`src/rtl/mem_arbiter.sv`:
```
// rtl/mem_arbiter.sv - fetch/data arbiter onto one shared fixed-latency single-port memory
//
// Ports:
//   clk, rst_n                      clock (rising edge), asynchronous active-low reset
//   if_req, if_addr                 fetch request (level, held until if_done) and address
//   if_rdata, if_done               registered fetched word, one-cycle completion pulse
//   d_req, d_wr, d_addr, d_wdata    data request (level), store qualifier, address, store data
//   d_rdata, d_done                 registered loaded word, one-cycle completion pulse
//   mem_en, mem_wr                  one-cycle command strobe per transaction, write qualifier
//   mem_addr, mem_wdata             address and write data, held for the whole transaction
//   mem_rdata                       memory read data, valid LAT edges after the mem_en cycle
//   gnt_d                           owner of the current or most recent transaction is data
module mem_arbiter #(
    parameter int LAT    = 4,
    parameter int STARVE = 4
) (
    input  logic        clk,
    input  logic        rst_n,
    input  logic        if_req,
    input  logic [15:0] if_addr,
    output logic [15:0] if_rdata,
    output logic        if_done,
    input  logic        d_req,
    input  logic        d_wr,
    input  logic [15:0] d_addr,
    input  logic [15:0] d_wdata,
    output logic [15:0] d_rdata,
    output logic        d_done,
    output logic        mem_en,
    output logic        mem_wr,
    output logic [15:0] mem_addr,
    output logic [15:0] mem_wdata,
    input  logic [15:0] mem_rdata,
    output logic        gnt_d
);

    typedef enum logic [1:0] {
        S_IDLE = 2'd0,
        S_BUSY = 2'd1,
        S_RESP = 2'd2
    } state_e;

    localparam logic [3:0] CNT_INIT   = 4'(LAT - 1);
    localparam logic [3:0] STARVE_MAX = 4'(STARVE);

    state_e      state_q,     state_d;
    logic [3:0]  cnt_q,       cnt_d;
    logic [3:0]  starve_q,    starve_d;
    logic        gnt_d_q,     gnt_d_d;
    logic        mem_en_q,    mem_en_d;
    logic        mem_wr_q,    mem_wr_d;
    logic [15:0] mem_addr_q,  mem_addr_d;
    logic [15:0] mem_wdata_q, mem_wdata_d;
    logic [15:0] if_rdata_q,  if_rdata_d;
    logic [15:0] d_rdata_q,   d_rdata_d;

    // Data wins a collision unless fetch has already lost STARVE grants in a row.
    logic pick_fetch;
    always_comb begin
        pick_fetch = 1'b0;
        if (if_req && d_req) begin
            pick_fetch = (starve_q == STARVE_MAX);
        end else begin
            pick_fetch = if_req;
        end
    end

    always_comb begin
        state_d     = state_q;
        cnt_d       = cnt_q;
        starve_d    = starve_q;
        gnt_d_d     = gnt_d_q;
        mem_en_d    = 1'b0;
        mem_wr_d    = mem_wr_q;
        mem_addr_d  = mem_addr_q;
        mem_wdata_d = mem_wdata_q;
        if_rdata_d  = if_rdata_q;
        d_rdata_d   = d_rdata_q;

        case (state_q)
            S_IDLE: begin
                if (if_req || d_req) begin
                    state_d  = S_BUSY;
                    cnt_d    = CNT_INIT;
                    mem_en_d = 1'b1;
                    gnt_d_d  = !pick_fetch;
                    if (pick_fetch) begin
                        mem_addr_d = if_addr;
                        mem_wr_d   = 1'b0;
                    end else begin
                        mem_addr_d  = d_addr;
                        mem_wr_d    = d_wr;
                        mem_wdata_d = d_wdata;
                    end
                    // Only a data grant that leaves fetch waiting counts toward starvation.
                    if (!pick_fetch && if_req) begin
                        if (starve_q != STARVE_MAX) begin
                            starve_d = starve_q + 4'd1;
                        end
                    end else begin
                        starve_d = 4'd0;
                    end
                end
            end
            S_BUSY: begin
                if (cnt_q == 4'd0) begin
                    state_d = S_RESP;
                    if (!mem_wr_q) begin
                        if (gnt_d_q) begin
                            d_rdata_d = mem_rdata;
                        end else begin
                            if_rdata_d = mem_rdata;
                        end
                    end
                end else begin
                    cnt_d = cnt_q - 4'd1;
                end
            end
            S_RESP: begin
                // Requests are not looked at here; a held request is taken from IDLE.
                state_d = S_IDLE;
            end
            default: begin
                state_d = S_IDLE;
            end
        endcase
    end

    always_ff @(posedge clk or negedge rst_n) begin
        if (!rst_n) begin
            state_q     <= S_IDLE;
            cnt_q       <= 4'd0;
            starve_q    <= 4'd0;
            gnt_d_q     <= 1'b0;
            mem_en_q    <= 1'b0;
            mem_wr_q    <= 1'b0;
            mem_addr_q  <= 16'h0000;
            mem_wdata_q <= 16'h0000;
            if_rdata_q  <= 16'h0000;
            d_rdata_q   <= 16'h0000;
        end else begin
            state_q     <= state_d;
            cnt_q       <= cnt_d;
            starve_q    <= starve_d;
            gnt_d_q     <= gnt_d_d;
            mem_en_q    <= mem_en_d;
            mem_wr_q    <= mem_wr_d;
            mem_addr_q  <= mem_addr_d;
            mem_wdata_q <= mem_wdata_d;
            if_rdata_q  <= if_rdata_d;
            d_rdata_q   <= d_rdata_d;
        end
    end

    assign if_done   = (state_q == S_RESP) && !gnt_d_q;
    assign d_done    = (state_q == S_RESP) &&  gnt_d_q;
    assign mem_en    = mem_en_q;
    assign mem_wr    = mem_wr_q;
    assign mem_addr  = mem_addr_q;
    assign mem_wdata = mem_wdata_q;
    assign if_rdata  = if_rdata_q;
    assign d_rdata   = d_rdata_q;
    assign gnt_d     = gnt_d_q;

endmodule

```
`config.mk`:
```
export PLATFORM = sky130hd
export DESIGN_NAME = mem_arbiter
export DESIGN_NICKNAME = d
export VERILOG_FILES = /design/src/rtl/mem_arbiter.sv
export SDC_FILE = /design/constraint.sdc
export NUM_CORES = 1
export LEC_CHECK = 0
export ABC_CLOCK_PERIOD_IN_PS = 1970
export CAP_MARGIN = 0
export CORE_ASPECT_RATIO = 0.6
export CORE_MARGIN = 2
export CORE_UTILIZATION = 38
export DETAILED_ROUTE_END_ITERATION = 12
export PLACE_DENSITY = 0.78
export SLEW_MARGIN = 20
export SYNTH_ARGS = -nofsm -noshare
export SYNTH_HDL_FRONTEND = slang
export SYNTH_SLANG_ARGS = --single-unit
```
`constraint.sdc`:
```
create_clock -name clk -period 1.97 [get_ports clk]
set_clock_uncertainty 0.2 [all_clocks]
set_input_delay 0.394 -clock clk [delete_from_list [all_inputs] [get_ports clk]]
set_output_delay 0.394 -clock clk [all_outputs]
set_load 0.1 [all_outputs]
```
==> impl_table.tex <==
\begin{tabular}{lr}
\hline
Metric & Value \\
\hline
\multicolumn{2}{l}{\textbf{Status}} \\
Run status & finished, violations left \\
Violated checks & negative setup slack \\
\multicolumn{2}{l}{\textbf{Clock tree}} \\
Number of clock sinks & 77 \\
TritonCTS buffer count & 9 \\
Clock slew at the register clock pins of the worst setup and hold paths & 0.06 ns \\
Clock network latency to the later pin of the worst-skew pair & 0.33 ns \\
Clock root buffer & sky130\_fd\_sc\_hd\_\_clkbuf\_16 \\
Clock Tree Buf Depth & 2 \\
TritonCTS clock tree & yes \\
H-Tree Depth & 3 \\
\multicolumn{2}{l}{\textbf{Yosys}} \\
Library cells used by synthesis & 36 \\
Synth Flop Type & sky130\_fd\_sc\_hd\_\_dfrtp\_1 \\
Simple-gate share of the synthesized area & 10.04\% \\
Post-Synthesis Cells & 253 \\
Cell taking the most area after synthesis & sky130\_fd\_sc\_hd\_\_dfrtp\_1 \\
Number of warnings issued by yosys & 0 \\
Synth top area share & 59.95\% \\
Mux share of post-synthesis cell area & about a fifth \\
Number of synthesized register bits & 77 \\
Post-Synth Adder-Cell Area & approximately 1.6\% \\
Area contributors post-synth & sky130\_fd\_sc\_hd\_\_dfrtp\_1, sky130\_fd\_sc\_hd\_\_mux2\_2, sky130\_fd\_sc\_hd\_\_a21oi\_1, sky130\_fd\_sc\_hd\_\_mux2\_4, sky130\_fd\_sc\_hd\_\_nand2\_1 \\
Synth Cell Area & 0.003214 mm2 \\
Most used standard cells in the synthesized netlist & sky130\_fd\_sc\_hd\_\_dfrtp\_1, sky130\_fd\_sc\_hd\_\_mux2\_2, sky130\_fd\_sc\_hd\_\_a21oi\_1 \\
Share of flip-flops with an asynchronous set or reset & 100.0\% \\
Post-Synthesis Net Count & 326 \\
Most common cell in the netlist & sky130\_fd\_sc\_hd\_\_dfrtp\_1 \\
Synthesized-area fraction occupied by xor and xnor cells & 0\% \\
Compound-gate portion of the synthesized area & 7.318\% \\
Post-synth EDFFs & 0 \\
Dominant combinational cell family by area after synthesis & multiplexers \\
Mean instance size in the synthesized netlist & 12.70 um2 \\
Seq/Total Area, Yosys & 59.95\% \\
\multicolumn{2}{l}{\textbf{Global route}} \\
Pin count of the biggest net entering global routing & 28 \\
GR Util All Layers & 20.28\% \\
Global-route wire length before repair & about 14 mm \\
Overflow after GRT & 0 \\
Antenna violations before repair & 0 \\
Number of global-route vias before repair & 2720 \\
\multicolumn{2}{l}{\textbf{Placed design}} \\
HPWL reported at the end of detailed placement & roughly 6.7 mm \\
Routability congestion estimate from global placement & 0.8533 \\
Worst slack, placed & -0.1464 ns \\
\# port buffers & 137 \\
\multicolumn{2}{l}{\textbf{Route}} \\
Post-Route WL & 8.798 mm \\
DR iter-0 viols & around 160 \\
Per-cell routed wire length & 17.02 um \\
Uppermost layer routed & met4 \\
Total via count in the routed design & 2537 \\
Antenna violation net count after detailed routing & 0 \\
Wl on met1 & 3.807 mm \\
Routed met2 length & 4.241 mm \\
TritonRoute pass-1 iters & 4 \\
Number of design rule violations left after detail routing & 0 \\
Detailed-routed wire length on met3 & 644 um \\
Ratio of routed vias to standard cells & 4.907 \\
\multicolumn{2}{l}{\textbf{STA}} \\
Count of final hold-check violations & 0 \\
Final setup fails & 16 \\
Worst slew slack as a fraction of its limit & 77.15\% \\
Clock period minus final worst setup slack & around 2.0 ns \\
Portion of the clock cycle consumed by the worst path in the final layout & 101.9\% \\
Slew Limit Fails & 0 \\
Worst Slack Setup Final & -0.03683 ns \\
Max Fclk & 0.4983 GHz \\
Transition time at the pin with the least slew margin & 0.3420 ns \\
RSZ-0062 raised after global routing & true \\
\multicolumn{2}{l}{\textbf{Floorplan}} \\
Starting utilization of the core area & about two fifths \\
Area of the core region & 0.008039 mm2 \\
Die area & 0.009235 mm2 \\
Row count & 25 \\
Number of top-level design ports & approximately 140 \\
Vertical die dimension & 75.24 um \\
Die outline width & 122.7 um \\
\multicolumn{2}{l}{\textbf{Final layout}} \\
Combined area of the multi-input logic cells & 0.001259 mm2 \\
Fin nets & 480 \\
Share of layout cells above drive strength 1 & between 30\% and 40\% \\
Fill count & 527 \\
Synth-to-Final Area Change & 80.50\% \\
Diode count & 0 \\
Sequential cell area in the final layout & approximately 0.0019 mm2 \\
\multicolumn{2}{l}{\textbf{Worst setup path}} \\
Crit path capture type & register \\
Reg2Reg Launch Point & cnt\_q[0] \\
Worst endpoint data arrival time & 2.03 ns \\
Kind of start point of the critical path & register \\
Top fanout value on the critical path & 16 \\
Worst path required time & 1.99 ns \\
Crit Path Category & register to register \\
Minimum setup slack among reg-to-reg paths & -0.04 ns \\
Endpoint of the lowest-slack register-to-register path & d\_rdata[10] \\
FF-to-FF path depth & 7 \\
\multicolumn{2}{l}{\textbf{Hold path}} \\
Terminating pin of the worst hold path & cnt\_q[3] \\
Hold path depth & 1 \\
Worst min-delay path class & register to register \\
Start point of the worst min-delay path & cnt\_q[3] \\
\multicolumn{2}{l}{\textbf{Flow run}} \\
Max-cap violation count & 0 \\
\hline
\end{tabular}
==> final cells by class <==
class	instances	area share, %
clock inverters	3	0.2588
well taps	108	2.329
multi-input cells	161	21.70
repair buffers	152	37.91
flip-flops and latches	77	33.30
inverters	6	0.3882
clock buffers	10	4.119
==> worst max-delay path, cell delays in order, from the launching register on <==
cell and delay [ns]:
sky130_fd_sc_hd__dfrtp_1 0.39, sky130_fd_sc_hd__inv_2 0.06, sky130_fd_sc_hd__ha_1 0.13, sky130_fd_sc_hd__or3b_4 0.41
sky130_fd_sc_hd__nor2_8 0.13, sky130_fd_sc_hd__nand3b_4 0.09, sky130_fd_sc_hd__buf_12 0.17, sky130_fd_sc_hd__mux2_4 0.30
==> per-stage QoR <==
step	cells	setup TNS [ns]	util [%]	instance area [um2]	hold WS, ns
2_1_floorplan	253	-0.7351	-	3241	-0.1016
3_3_place_gp	501	-1.545	68.36	5495	0.1198
3_5_place_dp	501	-2.906	68.36	5495	0.1231
4_1_cts	515	-0.5061	71.64	5759	0.3044
5_1_grt	517	-1.668	72.17	5802	0.3280
6_report	517	-0.3722	72.17	5802	0.3030
==> kinds of logic (layout without fill, tap and decap cells) <==
family	after synthesis	after routing
fa+ha+maj	4	4
compound gates	43	43
buf+inv	16	171
simple gates	63	64
flops	77	77
mux	50	50
==> cells in the final DEF (no fill, tap or decap), types with 3 or more instances in the layout <==
| cell type | Yosys | final |
|---|---|---|
| sky130_fd_sc_hd__nand3_1 | 3 | 3 |
| sky130_fd_sc_hd__inv_1 | 5 | 3 |
| sky130_fd_sc_hd__a21oi_1 | 34 | 34 |
| sky130_fd_sc_hd__buf_12 | 0 | 71 |
| sky130_fd_sc_hd__nor2_1 | 19 | 19 |
| sky130_fd_sc_hd__inv_2 | 1 | 3 |
| sky130_fd_sc_hd__mux2_2 | 38 | 38 |
| sky130_fd_sc_hd__clkdlybuf4s50_1 | 0 | 67 |
| sky130_fd_sc_hd__dfrtp_1 | 77 | 75 |
| sky130_fd_sc_hd__nand2_1 | 26 | 26 |
| sky130_fd_sc_hd__buf_4 | 1 | 13 |
| sky130_fd_sc_hd__clkbuf_16 | 0 | 9 |
| sky130_fd_sc_hd__mux2_4 | 10 | 10 |
| sky130_fd_sc_hd__ha_1 | 4 | 4 |
| sky130_fd_sc_hd__clkinv_2 | 0 | 3 |
==> metal layers <==
layer	vias to the layer above	track usage [%]
met3	11	8.333
met2	89	31.25
li1	1181	-
met5	-	0
met4	0	6.513
met1	1256	26.38
==> worst max path at each step <==
stage,startpoint,depth (start not counted),endpoint,slack (ns)
floorplan,gnt_d,1,if_done,-0.15
global placement,if_req,4,mem_wdata[5],-0.08
detailed placement,if_req,4,mem_wdata[8],-0.15
CTS,cnt_q[0],7,d_rdata[11],-0.05
global route,cnt_q[0],7,d_rdata[11],-0.09
finish,cnt_q[0],7,d_rdata[10],-0.04
==> flip-flops by register name, summed over array words and instances (netlist names) <==
signal	cells
state_q	2
starve_q	4
if_rdata	16
gnt_d	1
mem_addr	16
mem_wr	1
d_rdata	16
mem_en	1
cnt_q	4
mem_wdata	16
==> timing repair <==
| action | 4_1_cts | 5_1_grt |
|---|---|---|
| pin swaps | 0 | 1 |
| hold buffers | 1 | 0 |
| buffers inserted | 0 | 1 |
| setup endpoints to repair | 16 | 48 |
| resized for setup | 2 | 3 |
| gates cloned | 0 | 1 |
| hold endpoints to repair | 21 | 0 |
Power is not shown: default switching activity piles up to over one toggle a cycle in this logic, so the estimate is an artifact.
